<file path="src/rtl/z16_fetch_unit.sv">
// z16_fetch_unit: instruction fetch stage of the Z16 CPU.
// Holds the fetch PC, issues 16-bit reads over a req/ack memory port,
// buffers returned words with their PC in a small FIFO and hands them to
// the decoder over valid/ready. A redirect flushes the buffer and restarts
// fetch; a response still owed by memory is drained and dropped.
module z16_fetch_unit #(
    parameter logic [15:0] RESET_PC = 16'h0000,
    parameter int          DEPTH    = 2
) (
    input  logic        i_clk,
    input  logic        i_rst_n,
    output logic        o_imem_req,
    output logic [15:0] o_imem_addr,
    input  logic        i_imem_ack,
    input  logic [15:0] i_imem_rdata,
    output logic        o_instr_valid,
    input  logic        i_instr_ready,
    output logic [15:0] o_instr,
    output logic [15:0] o_instr_pc,
    input  logic        i_redirect,
    input  logic [15:0] i_redirect_pc
);

    localparam int           AW      = (DEPTH > 1) ? $clog2(DEPTH) : 1;
    localparam logic [AW:0]  DEPTH_C = (AW + 1)'(DEPTH);

    typedef enum logic [1:0] {
        ST_BOOT  = 2'd0,
        ST_FETCH = 2'd1,
        ST_DRAIN = 2'd2
    } state_t;

    state_t         state_r, state_s;
    logic [15:0]    fetch_pc_r, fetch_pc_s;
    logic [15:0]    target_r, target_s;
    logic [15:0]    addr_r, addr_s;
    logic           req_r, req_s;
    logic [AW-1:0]  head_r, head_s;
    logic [AW-1:0]  tail_r, tail_s;
    logic [AW:0]    count_r, count_s;
    logic [15:0]    pc_mem_r    [DEPTH];
    logic [15:0]    instr_mem_r [DEPTH];

    logic           ack_s;
    logic           pop_s;
    logic           push_s;
    logic           pending_s;
    logic [15:0]    redirect_pc_s;

    // Handshake qualifiers shared by the next-state logic.
    always_comb begin
        ack_s         = req_r & i_imem_ack;
        pending_s     = req_r & ~i_imem_ack;
        pop_s         = (count_r != {(AW + 1){1'b0}}) & i_instr_ready;
        push_s        = (state_r == ST_FETCH) & ack_s & ~i_redirect;
        redirect_pc_s = i_redirect_pc & 16'hFFFE;
    end

    // Fetch control: state, fetch PC and saved redirect target.
    always_comb begin
        state_s    = state_r;
        fetch_pc_s = fetch_pc_r;
        target_s   = target_r;
        case (state_r)
            ST_BOOT: begin
                state_s = ST_FETCH;
                if (i_redirect) begin
                    fetch_pc_s = redirect_pc_s;
                end else begin
                    fetch_pc_s = fetch_pc_r;
                end
            end
            ST_FETCH: begin
                if (i_redirect) begin
                    if (pending_s) begin
                        // memory still owes a word for the old path
                        target_s = redirect_pc_s;
                        state_s  = ST_DRAIN;
                    end else begin
                        fetch_pc_s = redirect_pc_s;
                        state_s    = ST_FETCH;
                    end
                end else if (ack_s) begin
                    fetch_pc_s = fetch_pc_r + 16'd2;
                end else begin
                    fetch_pc_s = fetch_pc_r;
                end
            end
            ST_DRAIN: begin
                if (i_redirect) begin
                    if (ack_s) begin
                        fetch_pc_s = redirect_pc_s;
                        state_s    = ST_FETCH;
                    end else begin
                        target_s = redirect_pc_s;
                    end
                end else if (ack_s) begin
                    fetch_pc_s = target_r;
                    state_s    = ST_FETCH;
                end else begin
                    state_s = ST_DRAIN;
                end
            end
            default: begin
                state_s = ST_BOOT;
            end
        endcase
    end

    // Buffer pointers and occupancy; a redirect empties the buffer outright.
    always_comb begin
        head_s  = head_r;
        tail_s  = tail_r;
        count_s = count_r;
        if (i_redirect) begin
            head_s  = {AW{1'b0}};
            tail_s  = {AW{1'b0}};
            count_s = {(AW + 1){1'b0}};
        end else begin
            if (pop_s) begin
                head_s = head_r + AW'(1);
            end else begin
                head_s = head_r;
            end
            if (push_s) begin
                tail_s = tail_r + AW'(1);
            end else begin
                tail_s = tail_r;
            end
            case ({push_s, pop_s})
                2'b10:   count_s = count_r + (AW + 1)'(1);
                2'b01:   count_s = count_r - (AW + 1)'(1);
                default: count_s = count_r;
            endcase
        end
    end

    // Memory request: held with its address until acked, else raised only
    // when the buffer will have room after this edge.
    always_comb begin
        req_s  = req_r;
        addr_s = addr_r;
        if (pending_s) begin
            req_s  = 1'b1;
            addr_s = addr_r;
        end else begin
            req_s  = (state_s == ST_FETCH) && (count_s < DEPTH_C);
            addr_s = fetch_pc_s;
        end
    end

    // Control and pointer registers.
    always_ff @(posedge i_clk or negedge i_rst_n) begin
        if (!i_rst_n) begin
            state_r    <= ST_BOOT;
            fetch_pc_r <= RESET_PC;
            target_r   <= RESET_PC;
            addr_r     <= RESET_PC;
            req_r      <= 1'b0;
            head_r     <= {AW{1'b0}};
            tail_r     <= {AW{1'b0}};
            count_r    <= {(AW + 1){1'b0}};
        end else begin
            state_r    <= state_s;
            fetch_pc_r <= fetch_pc_s;
            target_r   <= target_s;
            addr_r     <= addr_s;
            req_r      <= req_s;
            head_r     <= head_s;
            tail_r     <= tail_s;
            count_r    <= count_s;
        end
    end

    // Buffer storage of {pc, instr}; written at the tail on push.
    always_ff @(posedge i_clk or negedge i_rst_n) begin
        if (!i_rst_n) begin
            for (int i = 0; i < DEPTH; i++) begin
                pc_mem_r[i]    <= 16'h0000;
                instr_mem_r[i] <= 16'h0000;
            end
        end else if (push_s) begin
            pc_mem_r[tail_r]    <= fetch_pc_r;
            instr_mem_r[tail_r] <= i_imem_rdata;
        end
    end

    assign o_imem_req    = req_r;
    assign o_imem_addr   = addr_r;
    assign o_instr_valid = (count_r != {(AW + 1){1'b0}});
    assign o_instr       = instr_mem_r[head_r];
    assign o_instr_pc    = pc_mem_r[head_r];

endmodule

</file>
<file path="config.mk">
export PLATFORM = sky130hd
export DESIGN_NAME = z16_fetch_unit
export DESIGN_NICKNAME = d
export VERILOG_FILES = /design/src/rtl/z16_fetch_unit.sv
export SDC_FILE = /design/constraint.sdc
export NUM_CORES = 1
export LEC_CHECK = 0
export BUFFER_PORTS_ARGS = -buffer_cell sky130_fd_sc_hd__buf_4
export CORE_ASPECT_RATIO = 0.6
export CORE_UTILIZATION = 50
export CTS_CLUSTER_SIZE = 20
export DETAILED_ROUTE_END_ITERATION = 8
export GPL_TIMING_DRIVEN = 0
export HOLD_SLACK_MARGIN = 0.15
export PLACE_DENSITY = 0.71
export SYNTH_ARGS = -nofsm -noshare
export SYNTH_HDL_FRONTEND = slang
export SYNTH_SLANG_ARGS = --single-unit
</file>
<file path="constraint.sdc">
create_clock -name i_clk -period 2.5 [get_ports i_clk]
set_input_delay 0.375 -clock i_clk [delete_from_list [all_inputs] [get_ports i_clk]]
set_output_delay 0.375 -clock i_clk [all_outputs]
set_load 0.05 [all_outputs]
</file>
## Yosys cells after proc, flatten, opt, wreduce, memory -nomap -nowiden

Cells that the tools add are included.

- Bits in registers: 119
- Input bits: 37
- Output and inout bits: 50
- Word-level logic and storage cells: 83

- $add $sub $neg: 5
- $lt $le $gt $ge: 4
- Eq/ne operators: 9
- Multiplexer cells: 36
- Bitwise logic cells: 9
- Reductions and logical operators: 8

Operators by type and width:

| kind | count |
|---|---|
| two-way mux 16 bit | 18 |
| bitwise mux 32 bit | 2 |
| case mux 16 bit (3 select lines) | 1 |
| case mux 16 bit (2 select lines) | 1 |
| adder 16 x 2 -> 16 bit (second input constant) | 1 |
| demux 16 bit (select 1 bit) | 1 |
| two-way mux 2 bit | 6 |
| != test 2 bit (second input constant) | 4 |
| nonzero test 2 bit | 4 |
| equality test 2 x 1 -> 1 bit (second input constant) | 3 |
| case mux 2 bit (3 select lines) | 1 |
| bitwise AND 1 bit | 5 |
| two-way mux 1 bit | 5 |
| AND reduction 5 bit | 1 |
| equality test 2 bit (second input constant) | 2 |
| greater-or-equal comparator 2 bit (second input constant) | 2 |
| NOT 1 -> 2 bit | 2 |
| case mux 2 bit (2 select lines) | 1 |
| adder 1 bit (second input constant) | 2 |
| adder 2 x 1 -> 2 bit (second input constant) | 1 |
| logical AND 1 bit | 2 |
| logical NOT 2 bit | 1 |
| less-than comparator 2 x 1 -> 1 bit (second input constant) | 1 |
| less-than comparator 2 bit (second input constant) | 1 |
| 2 further kinds | 3 |

## Depth between registers and ports, before layout

- Depth after elaboration: 9
- Gate-level depth with buffers: 10

## Worst setup path before layout

OpenSTA, ideal clock, no wires.

- Path type: reg-to-reg
- From: reg req_r (netlist: o_imem_req)
- To: reg req_r (netlist: o_imem_req)
- Setup time: 143 ps
- Arrival time: 2179 ps
- Data required time: 2357 ps
- Setup slack: 179 ps
- Stages on the path, launching flop included: 9
- Path buffers: 2
- Cell sequence: dfrtp_1 buf_2 and3b_1 buf_2 nand2_1 ha_1 or3_1 a21oi_1 o21ai_0

- Word-level cells in the longest chain between the ends: 9

Ends and longest elaborated chain:

| what | line | RTL |
|---|---|---|
| start, declared | 37 | `logic req_r, req_s;` |
| start signal, assigned | 168 | `req_r <= req_s;` |
| bitwise AND 1 bit (*) | 52 | `ack_s = req_r & i_imem_ack;` |
| bitwise AND 1 bit (*) (2 in a row) | 55 | `push_s = (state_r == ST_FETCH) & ack_s & ~i_redirect;` |
| equality test 2 x 1 -> 1 bit or equality test 2 bit (tied branches) | 130 | `case ({push_s, pop_s})` |
| case mux 2 bit (2 select lines) (*) | 130 |  |
| two-way mux 2 bit (*) | 115 | `if (i_redirect) begin` |
| via count_s[1] | 40 | `logic [AW:0] count_r, count_s;` |
| less-than comparator 2 bit (*) | 147 | `req_s = (state_s == ST_FETCH) && (count_s < DEPTH_C);` |
| logical AND 1 bit (*) | 147 |  |
| two-way mux 1 bit (*) | 143 | `if (pending_s) begin` |
| via req_s | 37 |  |

Mark *: on every way through the listed nets, which the timed path passes. The rest lies on a longest branch.
A chain may end at the register's enable or synchronous reset.

## Final worst setup path

Ends and elaborated chain as after synthesis.

==> out/qor.log <==
qor: cells_and_area.layout.area.seq 2960 um^2
qor: setup_path.worst_ep_required_time 2.74 ns
qor: place.dpl.hpwl 12.2 mm
qor: clock_network.cts_htree_levels 4
qor: cells_and_area.instances_no_fill 811
qor: clock_network.clk_pin_slew_worst_paths 0.06 ns
qor: run.max_cap_viol_count 0
qor: global_routing.grt_pass1_wl 26.8 mm
qor: place.gpl.final_weighted_congestion 0.971
qor: detailed_routing.route.detailed.drc 0
qor: setup_path.rr_worst_depth 9
qor: synth.mappedNetlistArea 6020 um^2
qor: power_and_ir_drop.total_power_of_the_final_layout 11.2 mW
qor: floorplan.die_w 144 um
qor: global_routing.number_of_global_route_vias_before_repair 4,794
qor: synth.synth-seq-area-share 49.0%
qor: synth.number_of_warnings_reported_in_the_yosys_synthesis_log 0
qor: worst_hold_path.worstHoldPathType in2reg
qor: setup_path.critPathArrivalTime 2.61 ns
qor: power_and_ir_drop.p_per_area 1480 nW/um^2
qor: timing.grt_setup_unrepaired no
qor: detailed_routing.dr_total_vias 4,815
qor: floorplan.core.rowCount 30
qor: floorplan.design.portCount 87
qor: floorplan.initial_utilization 52.3%
qor: clock_network.numCtsBuffers 17
qor: synth.post_synth.cell_area_avg 11.3 um^2
qor: clock_network.cts_root_buf sky130_fd_sc_hd__clkbuf_16
qor: worst_hold_path.worst_hold_path.endpoint instr_mem_r[9]
qor: cells_and_area.antenna-diode-count 0
qor: floorplan.die_height 87.0 um
qor: timing.setup_tns 0 ns
qor: setup_path.endpoint_kind flip-flop
qor: place.dpl_worst_slack -0.0363 ns
qor: timing.fin_hold_ws 0.201 ns
qor: cells_and_area.fill_cells 934
qor: floorplan.core_region_area 11,500 um^2
qor: setup_path.regToRegStartpoint o_imem_req
qor: clock_network.clock_tree_from_tritoncts built
qor: synth.synth_enable_flop_cells 0
qor: setup_path.worst_r2r_endpoint o_imem_req
qor: detailed_routing.drt_iter0_drc 308
qor: timing.worst_relative_slew_slack 52.9%
qor: timing.clock-skew-final 0.0110 ns
qor: timing.share_of_the_clock_period_used_by_the_worst_path 94.5%
qor: clock_network.clock-sinks 118
qor: floorplan.design.die.area 12,500 um^2
qor: cells_and_area.fin_nets 678
qor: global_routing.congestion_overflow_gr 0
qor: timing.fin_crit 2.36 ns
qor: timing.report.final.slew_viol_count 0
qor: global_routing.grt_max_degree 77
qor: power_and_ir_drop.peakVddDrop 778 uV
qor: setup_path.setup.worst_path.start_class flip-flop
qor: timing.tightestPinTransition 0.707 ns
qor: synth.async_reset_ff_share 100%
qor: cells_and_area.multiInputGateArea 2870 um^2
qor: worst_hold_path.hold_start i_imem_rdata[9]
qor: cells_and_area.post-route-util 65.4%
qor: status.run_status finished, final reports clean
qor: detailed_routing.ant_nets 0
qor: synth.synthesis.instances 532
qor: synth.yosys_register_bits 118
qor: place.detailed_place.area 6890 um^2
qor: timing.fmax 423 MHz
qor: detailed_routing.wl 17.1 mm
qor: global_routing.antenna_found_initial 0
qor: worst_hold_path.whs_path_depth 2
qor: cells_and_area.fin_area 7540 um^2
qor: place.post-place-cells 778
qor: cells_and_area.syn2layout_area_growth 25.1%
qor: place.port_buffers 85
qor: cells_and_area.post_route_cells_drive_above_1_share 43.2%
qor: setup_path.critPathMaxFanout 10
qor: timing.finalSetupViolations 0
qor: detailed_routing.route.detailed.wl_per_inst 21.0 um
qor: clock_network.worst_skew_late_latency 0.42 ns
qor: setup_path.worst-setup-path-type reg2reg
qor: setup_path.slack_of_the_worst_reg_to_reg_path 0.14 ns
qor: detailed_routing.drt_pre_antenna_iters 5
qor: detailed_routing.vias_per_cell 5.94
qor: synth.yosys.cell_types.count 61
qor: timing.fin_ws 0.138 ns
qor: synth.postSynth.topFlopCell sky130_fd_sc_hd__dfrtp_1
qor: clock_network.clk_path_buf_depth 2
qor: timing.hold_viol_final 0
qor: global_routing.groute.usage.overall 29.2%
qor: power_and_ir_drop.p_leak 3.38 nW
qor: synth.synth_nets 572
[placed cells by master (no fill, tap or decap), types with 3 or more instances in the layout]
cell type | synthesis | layout
sky130_fd_sc_hd__a31oi_1 | 10 | 10
sky130_fd_sc_hd__or3_1 | 5 | 5
sky130_fd_sc_hd__nand3_1 | 12 | 12
sky130_fd_sc_hd__o21ai_0 | 23 | 23
sky130_fd_sc_hd__nor3_1 | 6 | 6
sky130_fd_sc_hd__o221ai_1 | 3 | 3
sky130_fd_sc_hd__buf_4 | 1 | 86
sky130_fd_sc_hd__mux2i_1 | 10 | 10
sky130_fd_sc_hd__a21o_1 | 9 | 9
sky130_fd_sc_hd__nand2b_1 | 3 | 3
sky130_fd_sc_hd__a211o_1 | 3 | 3
sky130_fd_sc_hd__and2_1 | 3 | 3
sky130_fd_sc_hd__clkbuf_2 | 1 | 7
sky130_fd_sc_hd__or2_2 | 3 | 3
sky130_fd_sc_hd__o31ai_1 | 6 | 6
sky130_fd_sc_hd__clkbuf_1 | 18 | 13
sky130_fd_sc_hd__nand4_1 | 6 | 6
sky130_fd_sc_hd__o22ai_1 | 5 | 5
sky130_fd_sc_hd__inv_1 | 8 | 8
sky130_fd_sc_hd__nor4_1 | 4 | 3
sky130_fd_sc_hd__nand2_1 | 42 | 42
sky130_fd_sc_hd__dfrtp_1 | 118 | 116
sky130_fd_sc_hd__mux2_2 | 120 | 120
sky130_fd_sc_hd__o211ai_1 | 4 | 4
sky130_fd_sc_hd__xnor2_1 | 5 | 5
sky130_fd_sc_hd__and3_1 | 3 | 3
sky130_fd_sc_hd__buf_2 | 20 | 18
sky130_fd_sc_hd__inv_6 | 0 | 3
sky130_fd_sc_hd__clkinv_4 | 0 | 5
sky130_fd_sc_hd__nor2_1 | 23 | 23
sky130_fd_sc_hd__a21oi_1 | 16 | 15
sky130_fd_sc_hd__clkbuf_16 | 0 | 17
[report_power, final]
| part | total [mW] | leakage, nW | internal [mW] | switching, mW |
|---|---|---|---|---|
| Sequential | 3.37 | 1.43 | 2.80 | 0.572 |
| Combinational | 5.31 | 1.66 | 2.04 | 3.28 |
| Clock | 2.51 | 0.292 | 1.52 | 0.983 |
| Total | 11.2 | 3.38 | 6.36 | 4.83 |
[metal layers]
| layer | wire, um | share of wire, % | track usage, % | vias to the layer above |
|---|---|---|---|---|
| met5 | 0 | 0 | 0 | - |
| met4 | 221 | 1.3 | 9.38 | 0 |
| met3 | 949 | 5.6 | 5.94 | 22 |
| met2 | 7400 | 43 | 42.9 | 171 |
| met1 | 8490 | 50 | 43.3 | 2456 |
| li1 | - | - | - | 2166 |
[repair_timing]
action | 4_1_cts | 5_1_grt
resized for setup | 4 | 12
hold endpoints to repair | 42 | 0
endpoints found under the setup margin | 30 | 46
buffers inserted | 0 | 0
hold buffers | 1 | 0
[layout make-up]
type                            instances  share of cell area, %
Buffer                                 42                   2.71
Clock buffer                           18                   5.83
Clock inverter                         14                   2.22
Inverter                                8                  0.398
Multi-Input combinational cell        364                   38.0
Sequential cell                       118                   39.2
Tap cell                              160                   2.66
Timing Repair Buffer                   87                   8.96
[worst max path at each step]
stage | from | to | slack [ns] | cells after the start
floorplan | o_imem_req | o_imem_req | 0.18 | 8
global placement | o_imem_req | o_imem_req | 0.02 | 8
detailed placement | o_imem_req | o_imem_req | -0.04 | 9
CTS | o_imem_req | o_imem_addr[11] | 0.01 | 6
global route | o_imem_req | instr_mem_r[26] | 0.001 | 7
finish | o_imem_req | o_imem_req | 0.14 | 9
[logic make-up after synthesis]
family	after synthesis	share of synthesized area, %
AO/OA/AOI/OAI	106	12.0
XOR/XNOR	7	1.02
adder cells (fa/ha/maj)	3	0.623
buffers and inverters	50	3.61
flip-flops	118	49.0
multiplexers	130	24.1
AND/OR/NAND/NOR	118	9.60
[flip-flops by register name (all words and copies together), names as in the netlist]
name         cells
count_r          2
tail_r           1
o_imem_req       1
head_r           1
pc_mem_r        32
o_imem_addr     16
instr_mem_r     32
fetch_pc_r      16
target_r        15
state_r          2
[synth_stat cells (5+ instances only)]
library cell	number	share of area [%]
sky130_fd_sc_hd__buf_2	20	1.7
sky130_fd_sc_hd__nand4_1	6	0.62
sky130_fd_sc_hd__clkbuf_1	18	1.1
sky130_fd_sc_hd__a21o_1	9	1.1
sky130_fd_sc_hd__or3_1	5	0.52
sky130_fd_sc_hd__a31oi_1	10	1.0
sky130_fd_sc_hd__a21oi_1	16	1.3
sky130_fd_sc_hd__o21ai_0	23	1.9
sky130_fd_sc_hd__o31ai_1	6	0.75
sky130_fd_sc_hd__o22ai_1	5	0.52
sky130_fd_sc_hd__mux2i_1	10	1.7
sky130_fd_sc_hd__nand3_1	12	1.0
sky130_fd_sc_hd__mux2_2	120	22
sky130_fd_sc_hd__dfrtp_1	118	49
sky130_fd_sc_hd__inv_1	8	0.50
sky130_fd_sc_hd__nor3_1	6	0.50
sky130_fd_sc_hd__nand2_1	42	2.6
sky130_fd_sc_hd__xnor2_1	5	0.73
sky130_fd_sc_hd__nor2_1	23	1.4
[worst max-delay path, stage by stage, from the launching register on]
cell                       delay (ns)
sky130_fd_sc_hd__dfrtp_1         0.38
sky130_fd_sc_hd__clkbuf_4        0.21
sky130_fd_sc_hd__and3b_1         0.23
sky130_fd_sc_hd__buf_6           0.17
sky130_fd_sc_hd__nand2_1         0.14
sky130_fd_sc_hd__ha_1            0.24
sky130_fd_sc_hd__xnor2_1         0.15
sky130_fd_sc_hd__or3_1           0.35
sky130_fd_sc_hd__a21oi_2         0.20
sky130_fd_sc_hd__o21ai_0         0.11
Power figures use the tool's default switching activity.
